$ cat src/rtl/memory_stage.sv
// memory_stage: MIPS MEM stage. Registers Execute results, runs the load/store
// against a req/ack data memory, resolves taken branches and pulses WB results.
// Latency: non-memory or misaligned ops give wbValid one cycle after accept.
// Aligned memory ops give wbValid the cycle after the ack, or after abort at
// TIMEOUT request cycles.
// Backpressure: exReady is low for every cycle a memory access is outstanding.
// Ports: clock/reset (sync, active-low); ex* bundle from Execute; dmem* req/ack
// data-memory port; wb*/pcSrc/branchTarget/memError results to Write-Back.
module memory_stage #(
  parameter int TIMEOUT = 255  // 1..255 request cycles before abort
) (
  input  logic        clock,
  input  logic        reset,
  // Execute side
  input  logic        exValid,
  output logic        exReady,
  input  logic [31:0] ALUResult,
  input  logic [31:0] aluReadDataTwo,
  input  logic [4:0]  RdOrRt,
  input  logic        zero,
  input  logic [31:0] addResult,
  input  logic        memRead,
  input  logic        memWrite,
  input  logic        branch,
  input  logic        regWrite,
  input  logic        memToReg,
  // data memory
  output logic        dmemReq,
  output logic        dmemWe,
  output logic [31:0] dmemAddr,
  output logic [31:0] dmemWData,
  input  logic [31:0] dmemRData,
  input  logic        dmemAck,
  // Write-Back side
  output logic        wbValid,
  output logic        wbRegWrite,
  output logic        wbMemToReg,
  output logic [31:0] wbReadData,
  output logic [31:0] wbALUResult,
  output logic [4:0]  wbRd,
  output logic        pcSrc,
  output logic [31:0] branchTarget,
  output logic        memError
);

  typedef enum logic {IDLE = 1'b0, ACCESS = 1'b1} state_t;

  // Index of the last request cycle allowed before abort (counter starts at 0).
  localparam logic [7:0] TMO_LAST = 8'(TIMEOUT - 1);

  state_t      state, state_nxt;
  logic [7:0]  cnt;

  // Instruction captured at accept; stable for the whole access.
  logic [31:0] l_alu;
  logic [31:0] l_wdata;
  logic [31:0] l_add;
  logic [4:0]  l_rd;
  logic        l_zero, l_mem_read, l_mem_write, l_branch, l_reg_write, l_mem_to_reg;

  logic accept, mem_op_in, aligned_in, start_access, ack_done, abort;

  assign accept       = (state == IDLE) && exValid;
  assign mem_op_in    = memRead | memWrite;
  assign aligned_in   = (ALUResult[1:0] == 2'b00);
  assign start_access = accept && mem_op_in && aligned_in;
  assign ack_done     = (state == ACCESS) && dmemAck;
  // Ack wins over timeout when both land in the same cycle.
  assign abort        = (state == ACCESS) && !dmemAck && (cnt == TMO_LAST);

  // State register
  always_ff @(posedge clock) begin
    if (!reset) state <= IDLE;
    else        state <= state_nxt;
  end

  // Next-state logic
  always_comb begin
    state_nxt = state;
    case (state)
      IDLE:    if (start_access)       state_nxt = ACCESS;
      ACCESS:  if (ack_done || abort)  state_nxt = IDLE;
      default:                         state_nxt = IDLE;
    endcase
  end

  // Output logic: memory port is only driven while an access is in flight.
  always_comb begin
    exReady   = (state == IDLE);
    dmemReq   = 1'b0;
    dmemWe    = 1'b0;
    dmemAddr  = 32'h0;
    dmemWData = 32'h0;
    if (state == ACCESS) begin
      dmemReq   = 1'b1;
      dmemWe    = l_mem_write;  // write wins when both controls are set
      dmemAddr  = l_alu;
      dmemWData = l_wdata;
    end
  end

  // Request-cycle counter; idles at zero outside ACCESS.
  always_ff @(posedge clock) begin
    if (!reset || state != ACCESS) cnt <= 8'h0;
    else                           cnt <= cnt + 8'h1;
  end

  // Instruction capture
  always_ff @(posedge clock) begin
    if (!reset) begin
      l_alu        <= 32'h0;
      l_wdata      <= 32'h0;
      l_add        <= 32'h0;
      l_rd         <= 5'h0;
      l_zero       <= 1'b0;
      l_mem_read   <= 1'b0;
      l_mem_write  <= 1'b0;
      l_branch     <= 1'b0;
      l_reg_write  <= 1'b0;
      l_mem_to_reg <= 1'b0;
    end else if (accept) begin
      l_alu        <= ALUResult;
      l_wdata      <= aluReadDataTwo;
      l_add        <= addResult;
      l_rd         <= RdOrRt;
      l_zero       <= zero;
      l_mem_read   <= memRead;
      l_mem_write  <= memWrite;
      l_branch     <= branch;
      l_reg_write  <= regWrite;
      l_mem_to_reg <= memToReg;
    end
  end

  // Write-Back result registers. Pulses clear every cycle; fields hold.
  // Ops that need no memory cycle complete straight from the Execute inputs.
  always_ff @(posedge clock) begin
    if (!reset) begin
      wbValid      <= 1'b0;
      wbRegWrite   <= 1'b0;
      wbMemToReg   <= 1'b0;
      wbReadData   <= 32'h0;
      wbALUResult  <= 32'h0;
      wbRd         <= 5'h0;
      pcSrc        <= 1'b0;
      branchTarget <= 32'h0;
      memError     <= 1'b0;
    end else begin
      wbValid  <= 1'b0;
      pcSrc    <= 1'b0;
      memError <= 1'b0;
      if (accept && !start_access) begin
        // ALU-only op, or a misaligned memory op that never issues a request
        wbValid      <= 1'b1;
        wbRegWrite   <= regWrite && !mem_op_in;
        memError     <= mem_op_in;
        wbMemToReg   <= memToReg;
        wbALUResult  <= ALUResult;
        wbRd         <= RdOrRt;
        pcSrc        <= branch & zero;
        branchTarget <= addResult;
      end else if (ack_done || abort) begin
        wbValid      <= 1'b1;
        wbRegWrite   <= l_reg_write && !abort;
        memError     <= abort;
        wbMemToReg   <= l_mem_to_reg;
        wbALUResult  <= l_alu;
        wbRd         <= l_rd;
        pcSrc        <= l_branch & l_zero;
        branchTarget <= l_add;
        if (ack_done && l_mem_read && !l_mem_write)
          wbReadData <= dmemRData;
      end
    end
  end

endmodule
$ cat config.mk
export PLATFORM = sky130hd
export DESIGN_NAME = memory_stage
export DESIGN_NICKNAME = d
export VERILOG_FILES = /design/src/rtl/memory_stage.sv
export SDC_FILE = /design/constraint.sdc
export NUM_CORES = 1
export LEC_CHECK = 0
export ABC_AREA = 1
export CAP_MARGIN = 40
export CORE_MARGIN = 1.5
export CORE_UTILIZATION = 41
export DETAILED_ROUTE_END_ITERATION = 7
export PLACE_DENSITY = 0.84
export SLEW_MARGIN = 30
export SYNTH_ARGS = -nofsm -noshare
export SYNTH_HDL_FRONTEND = slang
export SYNTH_SLANG_ARGS = --single-unit
$ cat constraint.sdc
create_clock -name clock -period 1.6 [get_ports clock]
set_input_delay 0.48 -clock clock [delete_from_list [all_inputs] [get_ports clock]]
set_output_delay 0.48 -clock clock [all_outputs]
set_load 0.03 [all_outputs]
==> results.txt <==
The met2 routed wirelength is 17230 um. The power density over the cells is 947.6 nW/um^2. The final max-slew violation count is 0.

Ranked by instance count, the synthesized netlist is headed by 358 x nand2_1, 286 x nor2_1, 222 x dfxtp_1. The count of buffers added on input and output ports is 315. The checks that failed: setup timing. The clock-pin slew of the registers on the worst-case setup and hold paths came out at 0.06 ns. In this run the horizontal extent of the chip is 154.4 um. Across every metal layer, demand over resource in global routing totals 24.76%. The filler cell count is 1751.

Wire segments on met3 add up to 4031 um in the final route. Among all flip-flop cells after synthesis, the most frequent one is dfxtp_1. Counting flops with an async set or reset pin after synthesis yields a share of 0%. The final-layout worst hold slack came out at 0.3239 ns. Along the worst path, the maximum fanout reaches 7. The gate count of the mapped netlist is 1364. Sorting the synthesized cells by area gives the leading types as dfxtp_1 47%, nand2_1 14%, nor2_1 11%.

The clock tree from TritonCTS is built. The run finished, with violations left. The worst setup path is launched from a flop.

The count of flip-flops with a built-in enable after synthesis came out at 0. The cell at the root of the clock tree is clkbuf_16. Entering global routing, the biggest net connects 69 pins.

The startpoint identified for the worst hold timing path is reset. The ratio of routed vias to standard cells came out at 5.385. Measured along the y axis, the die boundary spans 154.4 um. Pin placement for this block handled 316 I/O pins. The headroom to the max-slew limit came out at 77.07%. The top achievable clock speed is 0.5139 GHz. The clock latency of the later-clocked register in the worst-skew pair is 0.52 ns. The standard cell area after detailed placement came out at 13060 sq um.

The critical path arrival came out at 1.47 ns. The worst setup path is captured at an output port. In the post-route analysis, the smallest setup slack over all paths is -0.3460 ns.

The netlist area before placement came out at 9395 sq um. The net count after synthesis is 1509. The end point of the worst hold path is l_zero.

In this run the mean area of a mapped cell was 6.888 sq um. The highest routed metal layer is met4. The classification of the worst setup path is reg -> out. The number of global-route vias before repair came out at 9584. The number of core rows is 55.

The number of antenna violations at the first check in global routing came out at 3. The fraction of layout cells with a size suffix above 1 came out at 32.19%. The routed via count is 10797. The flop and latch count out of synthesis came out at 222. The number of iterations in the first detailed-routing pass is 5.

The global placer's final weighted congestion came out at 0.8271. Setup slack on the worst reg-to-reg path comes out at -0.30 ns. Wires add up to 36540 um.

The largest stage delay on the critical path came out at 0.41 ns. The H-tree level count came out at 1. The number of warnings printed during yosys synthesis is 0. The final critical-path required period came out at 1.946 ns. The maximum VDD drop came out at 0.0007505 V.

The netlist uses 25 different library cells. By instance count, the leading cell after synthesis is nand2_1. The transition at the pin with the smallest max-transition slack came out at 0.3439 ns. The die covers 23830 sq um. In this run, CTS created clock tree buffers numbering 24. In this run, the number of DRC markers left after iteration 0 of detailed routing was 792.

The final instance area is 15230 sq um. The max-capacitance violation count is 0. The overall power consumption is 14.43 mW. The wire-length estimate of the detail-placed layout is 20180 um.

Setup violations remaining at the end of the flow were counted as 143. In this run the critical register-to-register path is launched from state. The first-pass GRT wire length came out at 48270 um. The DRC violations left came out at 0.

The initial cell density of the core came out at 41.62%. Walking the worst path, the cells encountered are buf_12 -> clkbuf_16 -> nand2_2 -> inv_2 -> buf_6. The worst hold path belongs to the class in -> reg.

Counting every sink on the clock net gives 222. The worst register-to-register path ends at wbALUResult[13]. The part of the Yosys area used for sequential elements came out at 47.30%. The slowest stage of the critical path is the dfxtp_4 cell. The library cell occupying the most area in the post-synthesis netlist is dfxtp_1. The clock tree buffer depth came out at 3. The area share of the leading cell type in the synthesized netlist is 47.30%. The residual overflow from global routing is 0.

The worst endpoint required time came out at 1.12 ns. The leakage power came out at 7.113 nW. Setup repair after global routing could not meet its margin everywhere. The final-report hold violation count is 0. In this run the remaining antenna-violating nets after routing total 0. The count of nets after finishing is 1848. The met1 layer wirelength in the final routing came out at 13570 um. The period utilization came out at 121.6%. The worst clock skew on the final layout is 0.01917 ns. The floorplan step defined a core boundary enclosing 22570 sq um. The mean routed wirelength per cell came out at 18.22 um. The number of cells on the worst hold path came out at 3. Compared with the post-synthesis result, the final layout area differs by 62.11%. The number of cells on the worst reg-to-reg path came out at 14.
## critical path, delay by kind of cell, from the launching register on
kind,cells,cell delay [ns]
DFF,1,0.41
and+or+nand+nor,1,0.06
buffers and inverters,4,0.48
## kinds of logic after synthesis
logic type	Yosys count	share of synthesized area, %
compound gates	225	12.28
fa+ha+maj	2	0.2663
simple gates	725	31.18
buf+inv	189	8.883
flops	222	47.30
xor+xnor	1	0.09324
## layer usage
metal	global-route usage, %	vias to the layer above
met3	5.856	144
met4	10.26	0
met5	0	-
met1	29.96	4944
li1	-	5032
met2	42.30	677
## metrics by stage
step / setup TNS [ns] / cells / worst slack [ns] / util, %
global placement: -55.34 / 1921 / -0.4195 / 57.85
detailed placement: -60.77 / 1921 / -0.4628 / 57.85
global route: -40.61 / 2004 / -0.3817 / 67.47
finish: -31.55 / 2005 / -0.3460 / 67.48
CTS: -27.77 / 1967 / -0.3443 / 60.45
floorplan: 0 / 1364 / 0.03174 / -
## what timing repair did
action / CTS / global route
gates cloned: 1 / 32
setup buffers: 4 / 5
pin swaps: 0 / 73
gates resized for setup: 586 / 275
hold buffers: 0 / 0
setup endpoints to repair: 168 / 272
## worst max path at each step
| stage | from | to | slack (ns) | depth (start not counted) |
|---|---|---|---|---|
| global placement | memWrite | wbALUResult[0] | -0.42 | 7 |
| finish | state | dmemAddr[8] | -0.35 | 5 |
| floorplan | state | dmemAddr[10] | 0.03 | 5 |
| detailed placement | memWrite | wbALUResult[0] | -0.46 | 9 |
| CTS | state | dmemAddr[8] | -0.34 | 5 |
| global route | state | dmemAddr[3] | -0.38 | 5 |
## cells in the final DEF, fill, tap and decap left out, types with 2 or more instances in the layout
cell	count
a21oi_1	41
a21oi_2	39
buf_12	40
buf_16	4
buf_2	92
buf_4	25
buf_6	82
buf_8	4
clkbuf_1	8
clkbuf_16	49
clkbuf_4	5
clkbuf_8	2
clkdlybuf4s50_1	141
clkinv_2	6
dfxtp_1	220
diode_2	2
ha_1	2
inv_1	22
inv_2	61
nand2_1	226
nand2_2	98
nand2_4	34
nand3_1	4
nand3_2	2
nand4_1	71
nor2_1	286
o21ai_0	121
o21ai_1	19
## power breakdown
part           total [mW]  switching, mW  leakage (nW)  internal, mW
sequential           6.15          0.273          1.83          5.88
combinational        3.13           1.69          4.93          1.44
clock                5.15           2.21         0.355          2.94
total                14.4           4.17          7.11          10.3
## area by class of cell
| type | instances | area (sq um) | share of cell area, % |
|---|---|---|---|
| multi-input cells | 953 | 4788 | 31.44 |
| repair buffers | 417 | 4592 | 30.15 |
| flip-flops and latches | 222 | 4449 | 29.21 |
| clock buffers | 35 | 683.2 | 4.485 |
| well taps | 285 | 356.6 | 2.341 |
| inverters | 85 | 326.6 | 2.144 |
| clock inverters | 6 | 30.03 | 0.1972 |
| diodes | 2 | 5.005 | 0.03286 |
Power figures use the tool's default switching activity.
